File: config.mk
export PLATFORM = sky130hd
export DESIGN_NAME = servo_slew_ctrl
export DESIGN_NICKNAME = d
export VERILOG_FILES = /design/src/rtl/servo_pkg.sv /design/src/rtl/servo_frame_timer.sv /design/src/rtl/servo_slew_ctrl.sv
export SDC_FILE = /design/constraint.sdc
export NUM_CORES = 1
export LEC_CHECK = 0
export ABC_AREA = 1
export ABC_CLOCK_PERIOD_IN_PS = 29600
export BUFFER_PORTS_ARGS = -buffer_cell sky130_fd_sc_hd__buf_2
export CELL_PAD_IN_SITES_DETAIL_PLACEMENT = 1
export CELL_PAD_IN_SITES_GLOBAL_PLACEMENT = 2
export CORE_MARGIN = 2
export CORE_UTILIZATION = 39
export CTS_CLUSTER_SIZE = 8
export DETAILED_ROUTE_END_ITERATION = 12
export GPL_TIMING_DRIVEN = 0
export PLACE_DENSITY = 0.91
export SETUP_SLACK_MARGIN = 0.4
export SLEW_MARGIN = 40
export SYNTH_ARGS = -nofsm -noshare
export SYNTH_HDL_FRONTEND = slang
export SYNTH_SLANG_ARGS = --single-unit
File: constraint.sdc
create_clock -name CLK -period 29.6 [get_ports CLK]
set_input_delay 5.92 -clock CLK [delete_from_list [all_inputs] [get_ports CLK]]
set_output_delay 5.92 -clock CLK [all_outputs]
set_load 0.05 [all_outputs]
File: src/rtl/servo_pkg.sv
// Shared servo constants, FSM encoding and angle-to-pulse conversion,
// common to the slew controller and the PWM stage.
package servo_pkg;

    localparam int TICKS_PER_US = 25;
    localparam int FRAME_TICKS  = 20_000 * TICKS_PER_US;
    localparam int MIN_US       = 650;
    localparam int MAX_US       = 2600;
    localparam int MID_US       = 1625;
    localparam int STEP_US      = 10;

    typedef enum logic [1:0] {
        IDLE = 2'd0,
        LOAD = 2'd1,
        RAMP = 2'd2
    } servo_state_e;

    function automatic logic [7:0] clamp_deg(input logic [7:0] deg);
        return (deg > 8'd180) ? 8'd180 : deg;
    endfunction

    // Truncating conversion; 32-bit intermediates hold 180 * span comfortably.
    function automatic logic [31:0] deg_to_us(input logic [7:0] deg,
                                              input int min_us,
                                              input int max_us);
        return 32'(min_us) + (32'(deg) * 32'(max_us - min_us)) / 32'd180;
    endfunction

endpackage

File: src/rtl/servo_frame_timer.sv
// Free-running servo frame counter; frame_tick marks the last cycle of each frame.
module servo_frame_timer #(
    parameter int FRAME_TICKS = servo_pkg::FRAME_TICKS
) (
    input  logic CLK,
    input  logic RST_N,
    output logic frame_tick
);

    localparam int            CW   = (FRAME_TICKS > 1) ? $clog2(FRAME_TICKS) : 1;
    localparam logic [CW-1:0] LAST = CW'(FRAME_TICKS - 1);

    logic [CW-1:0] count;

    always_ff @(posedge CLK or negedge RST_N) begin
        if (!RST_N)
            count <= '0;
        else if (count == LAST)
            count <= '0;
        else
            count <= count + CW'(1);
    end

    assign frame_tick = (count == LAST);

endmodule

File: src/rtl/servo_slew_ctrl.sv
// Servo slew-rate limiter: accepts a target angle and walks the pulse width
// toward it by at most STEP_US per frame.
module servo_slew_ctrl #(
    parameter int TICKS_PER_US = servo_pkg::TICKS_PER_US,
    parameter int FRAME_TICKS  = 20_000 * TICKS_PER_US,
    parameter int MIN_US       = servo_pkg::MIN_US,
    parameter int MAX_US       = servo_pkg::MAX_US,
    parameter int STEP_US      = servo_pkg::STEP_US
) (
    input  logic        CLK,
    input  logic        RST_N,
    input  logic        cmd_valid,
    input  logic [7:0]  cmd_deg,
    output logic        cmd_ready,
    output logic [31:0] control,
    output logic        busy,
    output logic        frame_tick
);

    import servo_pkg::*;

    servo_state_e state, state_nx;
    logic [7:0]   deg_q, deg_nx;
    logic [31:0]  target, target_nx, control_nx, gap;
    logic         accept;

    servo_frame_timer #(.FRAME_TICKS(FRAME_TICKS)) u_timer (
        .CLK        (CLK),
        .RST_N      (RST_N),
        .frame_tick (frame_tick)
    );

    assign cmd_ready = (state != LOAD);
    assign busy      = (state != IDLE);
    assign accept    = cmd_valid && (state != LOAD);
    assign gap       = (target >= control) ? target - control : control - target;

    always_comb begin
        state_nx   = state;
        deg_nx     = deg_q;
        target_nx  = target;
        control_nx = control;
        case (state)
            IDLE: begin
                if (accept) begin
                    deg_nx   = clamp_deg(cmd_deg);
                    state_nx = LOAD;
                end
            end
            LOAD: begin
                target_nx = deg_to_us(deg_q, MIN_US, MAX_US);
                state_nx  = RAMP;
            end
            RAMP: begin
                // A retarget wins over the frame step in the same cycle.
                if (accept) begin
                    deg_nx   = clamp_deg(cmd_deg);
                    state_nx = LOAD;
                end else if (frame_tick) begin
                    if (gap <= 32'(STEP_US)) begin
                        control_nx = target;
                        state_nx   = IDLE;
                    end else if (target > control) begin
                        control_nx = control + 32'(STEP_US);
                    end else begin
                        control_nx = control - 32'(STEP_US);
                    end
                end
            end
            default: state_nx = IDLE;
        endcase
    end

    always_ff @(posedge CLK or negedge RST_N) begin
        if (!RST_N)
            state <= IDLE;
        else
            state <= state_nx;
    end

    always_ff @(posedge CLK or negedge RST_N) begin
        if (!RST_N) begin
            deg_q   <= 8'd90;
            target  <= 32'(MID_US);
            control <= 32'(MID_US);
        end else begin
            deg_q   <= deg_nx;
            target  <= target_nx;
            control <= control_nx;
        end
    end

endmodule

==> results by group, run 1 <==
Clocking
  – Worst skew pair latency: 0.35 ns
  – TritonCTS clock tree: yes
  – Clock-pin slew on the worst setup and hold paths: 0.07 ns
  – CTS Hold Buffers Added: 0
  – Clk sinks: 74
  – Clock buffer count from CTS: 9
  – Post-CTS repair timing setup buffer count: 0
  – Maximum level of the CTS H-tree: 3
  – Resized Gates After CTS: 0
  – Clk Tree Root Cell: sky130_fd_sc_hd__clkbuf_16
  – Buffer depth of the longest clock path: 2

Detailed routing
  – Drt via density: 5.13
  – Drt first-iter violations: 355
  – Pre-Repair DR Iteration Count: 4
  – Post-detailed-route count of antenna-violating nets: 0
  – Post-route DRC: 0
  – Average wire per cell in the routed design: 15.2 um
  – Vias: 11.0k
  – Total routed wirelength: 32800 um

Floorplanning
  – Floorplan die area: 0.0297 sq mm
  – Core area: 0.0279 sq mm
  – Number of top-level design ports: 46
  – Die H: 172 um
  – Row cnt: 61
  – Die extent in x: 172 um
  – Starting density of the core: 0.397

Placed design
  – Placed Instance Area: 0.0118 sq mm
  – Routability congestion estimate: 0.868
  – Cell total after placement: 2136
  – Port bufs: 45
  – Post-DP HPWL: 27300 um

Yosys
  – Net count after synthesis: 1848
  – Top_reg_cell synth: sky130_fd_sc_hd__dfrtp_1
  – Mean instance size in the synthesized netlist: 6.46 sq um
  – Adder-Cell Fraction of Synth Area: 0.160
  – Post-synthesis async set-or-reset flop share: 1.00
  – Top cell type by total area after synthesis: sky130_fd_sc_hd__nand2_1
  – Part of the Yosys area used for sequential elements: 0.169
  – Most used standard cells in the synthesized netlist: sky130_fd_sc_hd__nand2_1, sky130_fd_sc_hd__inv_1, sky130_fd_sc_hd__nor2_1
  – Distinct cell type count after synthesis: 53
  – Basic-gate share of the synthesized area counting and, or, nand and nor cells: 0.362
  – Post-Syn Instances: 1712
  – Area fraction in compound gates after synthesis: 0.130
  – Multiplexer area fraction after synthesis: 0.000905
  – Area share of the largest cell type after synthesis: 0.133
  – Post-synthesis share of cell area spent on xor and xnor gates: 0.0610
  – Post-synthesis instance area: 0.0111 sq mm
  – Most common cell in the netlist: sky130_fd_sc_hd__nand2_1
  – Post-synth EDFFs: 0
  – Cell types occupying the most area after synthesis: sky130_fd_sc_hd__nand2_1, sky130_fd_sc_hd__dfrtp_1, sky130_fd_sc_hd__ha_1
  – Number of warnings reported in the yosys synthesis log: 0
  – Register bit count reported by yosys: 74
  – Combinational family with the most area after synthesis: simple AND/OR/NAND/NOR gates

GRT
  – Number of antenna violations at the first check in global routing: 0
  – First-pass GRT wire length: 55300 um
  – Maximum number of pins on one net before global-route repair: 56
  – Vias in the first global route: 11.5k
  – Total global routing overflow: 0
  – Tot GR Track Use: 0.229

Layout
  – Layout cell share with drive strength beyond 1: 0.114
  – Count of antenna diodes in the layout: 0
  – Final Cell Area: 0.0121 sq mm
  – Final non-filler cell total: 2152
  – Net total in the final layout: 1905
  – Layout overhead on the synthesized area: 9.43%
  – Filler cell count in the final layout: 3763

Setup path
  – R2R depth: 77
  – Count of cell instances traversed by the critical path: 77
  – Slowest stage cell on the critical path: sky130_fd_sc_hd__fa_1
  – Max FO, Critical Path: 10
  – CP Launch Type: flip-flop
  – Worst path top cell family by delay: simple AND/OR/NAND/NOR gates
  – Reg2reg start: deg_q[5]
  – Setup CP Type: reg2reg
  – Worst setup path startpoint: deg_q[5]
  – Arrival time of the worst setup path: 12.19 ns
  – Register-to-register setup slack: 17.65 ns
  – Cell repeated most along the worst path: sky130_fd_sc_hd__nand2_1
  – Crit-path max cell delay: 0.61 ns
  – CP endpoint kind: flip-flop
  – Required time of the worst setup path: 29.84 ns
  – End of the worst register-to-register path: target[11]
  – Number of buffers and inverters on the critical path: 10
  – Setup crit end: target[11]

Status
  – Run status: finished, final reports clean

Timing
  – Largest clock skew in the final design: 0.0104 ns
  – Unrepaired setup endpoints after global routing: no
  – Number of failing setup endpoints in the final timing report: 0
  – Share of the clock period used by the worst path after layout: 0.404
  – Post-layout min period: 11.95 ns
  – Relative max-transition margin: 0.416
  – Fin. Hold Viols: 0
  – Max Freq: 83.7 MHz
  – Setup TNS after final layout: 0 ns
  – Actual transition at the worst max-transition pin: 0.868 ns
  – Final count of pins violating max slew: 0

Worst hold path
  – Worst Hold Launch: u_timer.count[0]
  – Hold Path Class: reg2reg

Run
  – Maximum capacitance violations: 0
## cells by family after synthesis
| group | after synthesis |
|---|---|
| AO/OA/AOI/OAI | 247 |
| XOR/XNOR | 77 |
| adder cells (fa/ha/maj) | 125 |
| buffers and inverters | 340 |
| flip-flops | 74 |
| multiplexers | 1 |
| AND/OR/NAND/NOR | 848 |
## worst register-to-register path, delay by kind of cell, from the launching register on
kind / cells / cell delay (ns)
AO/OA/AOI/OAI: 6 / 1.34
AND/OR/NAND/NOR: 55 / 6.21
buffers and inverters: 10 / 0.92
flip-flops: 1 / 0.49
adder cells (fa/ha/maj): 6 / 2.85
## layout make-up
cell class                 count  area (sq um)  share of cell area
inverter                     323          1210               0.100
multi-input combinational   1298          7900               0.652
clock buffer                  10           239              0.0197
buffer                        17          80.1             0.00661
sequential                    74          1870               0.155
clock inverter                 6          72.6             0.00599
tap                          378           473              0.0391
timing repair buffer          46           259              0.0214
## layout by cell type, fill, tap and decap left out, types with 4 or more instances in the layout
cell type and n:
sky130_fd_sc_hd__a21oi_1 108, sky130_fd_sc_hd__buf_2 45, sky130_fd_sc_hd__clkbuf_1 14, sky130_fd_sc_hd__clkbuf_16 9, sky130_fd_sc_hd__dfrtp_1 58, sky130_fd_sc_hd__dfstp_2 16, sky130_fd_sc_hd__fa_1 27, sky130_fd_sc_hd__ha_1 98
sky130_fd_sc_hd__inv_1 303, sky130_fd_sc_hd__inv_2 17, sky130_fd_sc_hd__nand2_1 391, sky130_fd_sc_hd__nand2_2 44, sky130_fd_sc_hd__nand2_4 14, sky130_fd_sc_hd__nand3_1 139, sky130_fd_sc_hd__nand3_2 11, sky130_fd_sc_hd__nand3b_1 6
sky130_fd_sc_hd__nand4_1 24, sky130_fd_sc_hd__nor2_1 143, sky130_fd_sc_hd__nor2_2 8, sky130_fd_sc_hd__nor2_4 9, sky130_fd_sc_hd__nor3_1 27, sky130_fd_sc_hd__nor4_1 16, sky130_fd_sc_hd__o211ai_1 8, sky130_fd_sc_hd__o21ai_0 62
sky130_fd_sc_hd__o21ai_1 9, sky130_fd_sc_hd__o21bai_1 9, sky130_fd_sc_hd__o221ai_1 16, sky130_fd_sc_hd__o22ai_1 11, sky130_fd_sc_hd__or2_2 4, sky130_fd_sc_hd__xnor2_1 21, sky130_fd_sc_hd__xor2_1 56
## metal layers
metal,track usage,share of wire
met1,0.273,0.45
met2,0.440,0.51
met3,0.0183,0.015
met4,0.0599,0.019
met5,0,0
## flip-flops by register name, summed over array words and instances, names as in the netlist
name,flops
control,32
deg_q,8
state,2
target,13
u_timer.count,19
## worst min path at each step
stage               cells after the start                to  slack (ns)
global placement                        1  u_timer.count[0]        0.45
detailed placement                      1  u_timer.count[0]        0.47
finish                                  1  u_timer.count[0]        0.47
global route                            2        target[10]        0.54
CTS                                     1  u_timer.count[0]        0.48
floorplan                               1  u_timer.count[0]        0.43
## per-stage QoR
step | setup slack [ns] | util | hold WS (ns)
2_1_floorplan | 19.61 | - | 0.433
3_3_place_gp | 17.90 | 0.422 | 0.449
5_1_grt | 16.50 | 0.435 | 0.535
4_1_cts | 17.51 | 0.435 | 0.477
6_report | 17.65 | 0.435 | 0.473
3_5_place_dp | 17.59 | 0.423 | 0.467
Power of run 1 is not shown: default switching activity piles up to over one toggle a cycle in this logic, so the estimate is an artifact.
==> inputs of run 2 (changes only) <==
ABC_CLOCK_PERIOD_IN_PS = 11000   (was 29600)
CORE_UTILIZATION = 36   (was 39)
PLACE_DENSITY = 0.85   (was 0.91)
clock period = 11 ns   (was 29.6 ns; I/O delays follow)
==> run 2 against run 1 <==
Sequential cell count unchanged. Wire length increased by 18%. Non-clock buffer count increased by 126. Sequential share of layout area decreased by 2.6 points. Critical path depth increased by 8. Critical endpoint is now target[9]. Highest routed layer unchanged.
==> results by group, run 2 (synthesized netlist as in run 1, its figures left out) <==
Setup path
  – CP Launch Type: flip-flop (unchanged)
  – CP endpoint kind: flip-flop (unchanged)
  – Arrival time of the worst setup path: 11.12 ns (was 12.19 ns)
  – Slowest stage cell on the critical path: sky130_fd_sc_hd__dfstp_2 (was sky130_fd_sc_hd__fa_1)
  – Crit-path max cell delay: 0.58 ns (was 0.61 ns)
  – Required time of the worst setup path: 11.28 ns (was 29.84 ns)
  – Setup CP Type: reg2reg (unchanged)
  – Cell repeated most along the worst path: sky130_fd_sc_hd__nand2_4 (was sky130_fd_sc_hd__nand2_1)
  – Max FO, Critical Path: 8 (was 10)

Layout
  – Registers with the most flip-flops: control (32), u_timer.count (19), target (13) (unchanged)
  – Area of combinational cells with multiple inputs: 0.00927 sq mm (was 0.00790 sq mm)
  – Count of antenna diodes in the layout: 0 (unchanged)
  – Register with the most flip-flops: control (unchanged)
  – Leading cell type in the layout, fill and taps excluded: sky130_fd_sc_hd__nand2_1 (unchanged)
  – Area taken by flip-flops and latches: 0.00188 sq mm (was 0.00187 sq mm)
  – Most used cells in the layout excluding fill and tap cells: sky130_fd_sc_hd__nand2_1, sky130_fd_sc_hd__inv_1, sky130_fd_sc_hd__nor2_1 (unchanged)
  – Final Cell Area: 0.0146 sq mm (was 0.0121 sq mm)
  – Final non-filler cell total: 2296 (was 2152)
  – Largest register FFs: 32 (unchanged)
  – Net total in the final layout: 2031 (was 1905)
  – Layout cell share with drive strength beyond 1: 0.283 (was 0.114)
  – Layout overhead on the synthesized area: 32.0% (was 9.43%)
  – Filler cell count in the final layout: 3910 (was 3763)
  – End-of-flow core utilization: 0.480 (was 0.435)

Floorplanning
  – Floorplan die area: 0.0321 sq mm (was 0.0297 sq mm)
  – Row cnt: 64 (was 61)
  – Die extent in x: 179 um (was 172 um)
  – Die H: 179 um (was 172 um)
  – Number of top-level design ports: 46 (unchanged)
  – Core area: 0.0304 sq mm (was 0.0279 sq mm)
  – Starting density of the core: 0.364 (was 0.397)

Worst hold path
  – Hold Path Class: reg2reg (unchanged)

Detailed routing
  – Vias: 11.9k (was 11.0k)
  – Drt via density: 5.16 (was 5.13)
  – Drt first-iter violations: 427 (was 355)
  – Pre-Repair DR Iteration Count: 4 (unchanged)
  – Post-route DRC: 0 (unchanged)
  – Total routed wirelength: 38600 um (was 32800 um)
  – Post-detailed-route count of antenna-violating nets: 0 (unchanged)
  – Average wire per cell in the routed design: 16.8 um (was 15.2 um)

GRT
  – Number of antenna violations at the first check in global routing: 0 (unchanged)
  – Tot GR Track Use: 0.227 (was 0.229)
  – Maximum number of pins on one net before global-route repair: 56 (unchanged)
  – First-pass GRT wire length: 58800 um (was 55300 um)
  – Total global routing overflow: 0 (unchanged)
  – Vias in the first global route: 12.1k (was 11.5k)

Clocking
  – Clk sinks: 74 (unchanged)
  – Clk Tree Root Cell: sky130_fd_sc_hd__clkbuf_16 (unchanged)
  – TritonCTS clock tree: yes (unchanged)
  – Worst skew pair latency: 0.37 ns (was 0.35 ns)
  – Maximum level of the CTS H-tree: 3 (unchanged)
  – Clock buffer count from CTS: 9 (unchanged)
  – Buffer depth of the longest clock path: 2 (unchanged)
  – Clock-pin slew on the worst setup and hold paths: 0.07 ns (about the same)
  – CTS Hold Buffers Added: 0 (unchanged)

Placed design
  – Routability congestion estimate: 0.839 (was 0.868)
  – Placed Instance Area: 0.0118 sq mm (about the same)
  – Cell total after placement: 2154 (was 2136)
  – Post-DP HPWL: 27900 um (was 27300 um)
  – Port bufs: 45 (unchanged)

Timing
  – Number of failing setup endpoints in the final timing report: 0 (unchanged)
  – Final count of pins violating max slew: 0 (unchanged)
  – Post-layout min period: 10.84 ns (was 11.95 ns)
  – Relative max-transition margin: 0.390 (was 0.416)
  – Unrepaired setup endpoints after global routing: yes (was no)
  – Max Freq: 92.3 MHz (was 83.7 MHz)
  – Share of the clock period used by the worst path after layout: 0.985 (was 0.404)
  – Actual transition at the worst max-transition pin: 0.908 ns (was 0.868 ns)
  – Fin. Hold Viols: 0 (unchanged)
  – Largest clock skew in the final design: 0.0136 ns (was 0.0104 ns)

Status
  – Run status: finished, final reports clean (unchanged)

Run
  – Maximum capacitance violations: 0 (unchanged)
==> run 2: routing by layer <==
layer | vias up | global-route usage | wire (um)
li1 | 5892 | - | -
met1 | 5750 | 0.264 | 16000
met2 | 138 | 0.432 | 20700
met3 | 73 | 0.0199 | 666
met4 | 0 | 0.0736 | 1190
met5 | - | 0 | 0
==> run 2: per-stage QoR <==
| stage | TNS (ns) | hold WS, ns | setup slack [ns] |
|---|---|---|---|
| global route | -2.19 | 0.497 | -0.568 |
| detailed placement | -3.83 | 0.454 | -0.977 |
| finish | 0 | 0.461 | 0.162 |
| CTS | 0 | 0.463 | 0.194 |
| global placement | -2.13 | 0.450 | -0.720 |
| floorplan | 0 | 0.433 | 1.01 |
==> run 2: worst max-delay path: cells and delay by family, from the launching register on <==
kind,cells,cell delay (ns)
and+or+nand+nor,60,6.32
adders and majority gates,6,2.13
buffers and inverters,16,1.25
DFF,1,0.58
AOI/OAI and AO/OA,3,0.42
==> run 2: final cells by class <==
cell class / instances / share of cell area
Inverter: 323 / 0.0841
Tap cell: 396 / 0.0339
Buffer: 17 / 0.00574
Clock inverter: 7 / 0.0100
Multi-Input combinational cell: 1298 / 0.634
Timing Repair Buffer: 172 / 0.0879
Sequential cell: 74 / 0.128
Clock buffer: 9 / 0.0154
==> run 2: repair_timing <==
item | CTS | global route
hold endpoints to repair | 0 | 0
gates resized for setup | 113 | 233
pin swaps | 77 | 124
setup endpoints to repair | 12 | 12
buffers inserted | 68 | 58
==> run 2: worst paths after layout <==
kind	slack [ns]	from	end	cells past startpoint
worst min register to register	0.46	u_timer.count[0]	u_timer.count[0]	1
max in group asynchronous	8.72	RST_N	target[9]	2
worst min-delay path	0.46	u_timer.count[0]	u_timer.count[0]	1
worst max register to register	0.16	deg_q[4]	target[9]	85
worst max-delay path	0.16	deg_q[4]	target[9]	85
min in group asynchronous	1.68	RST_N	u_timer.count[4]	1
Power of run 2 is left out for the same reason.
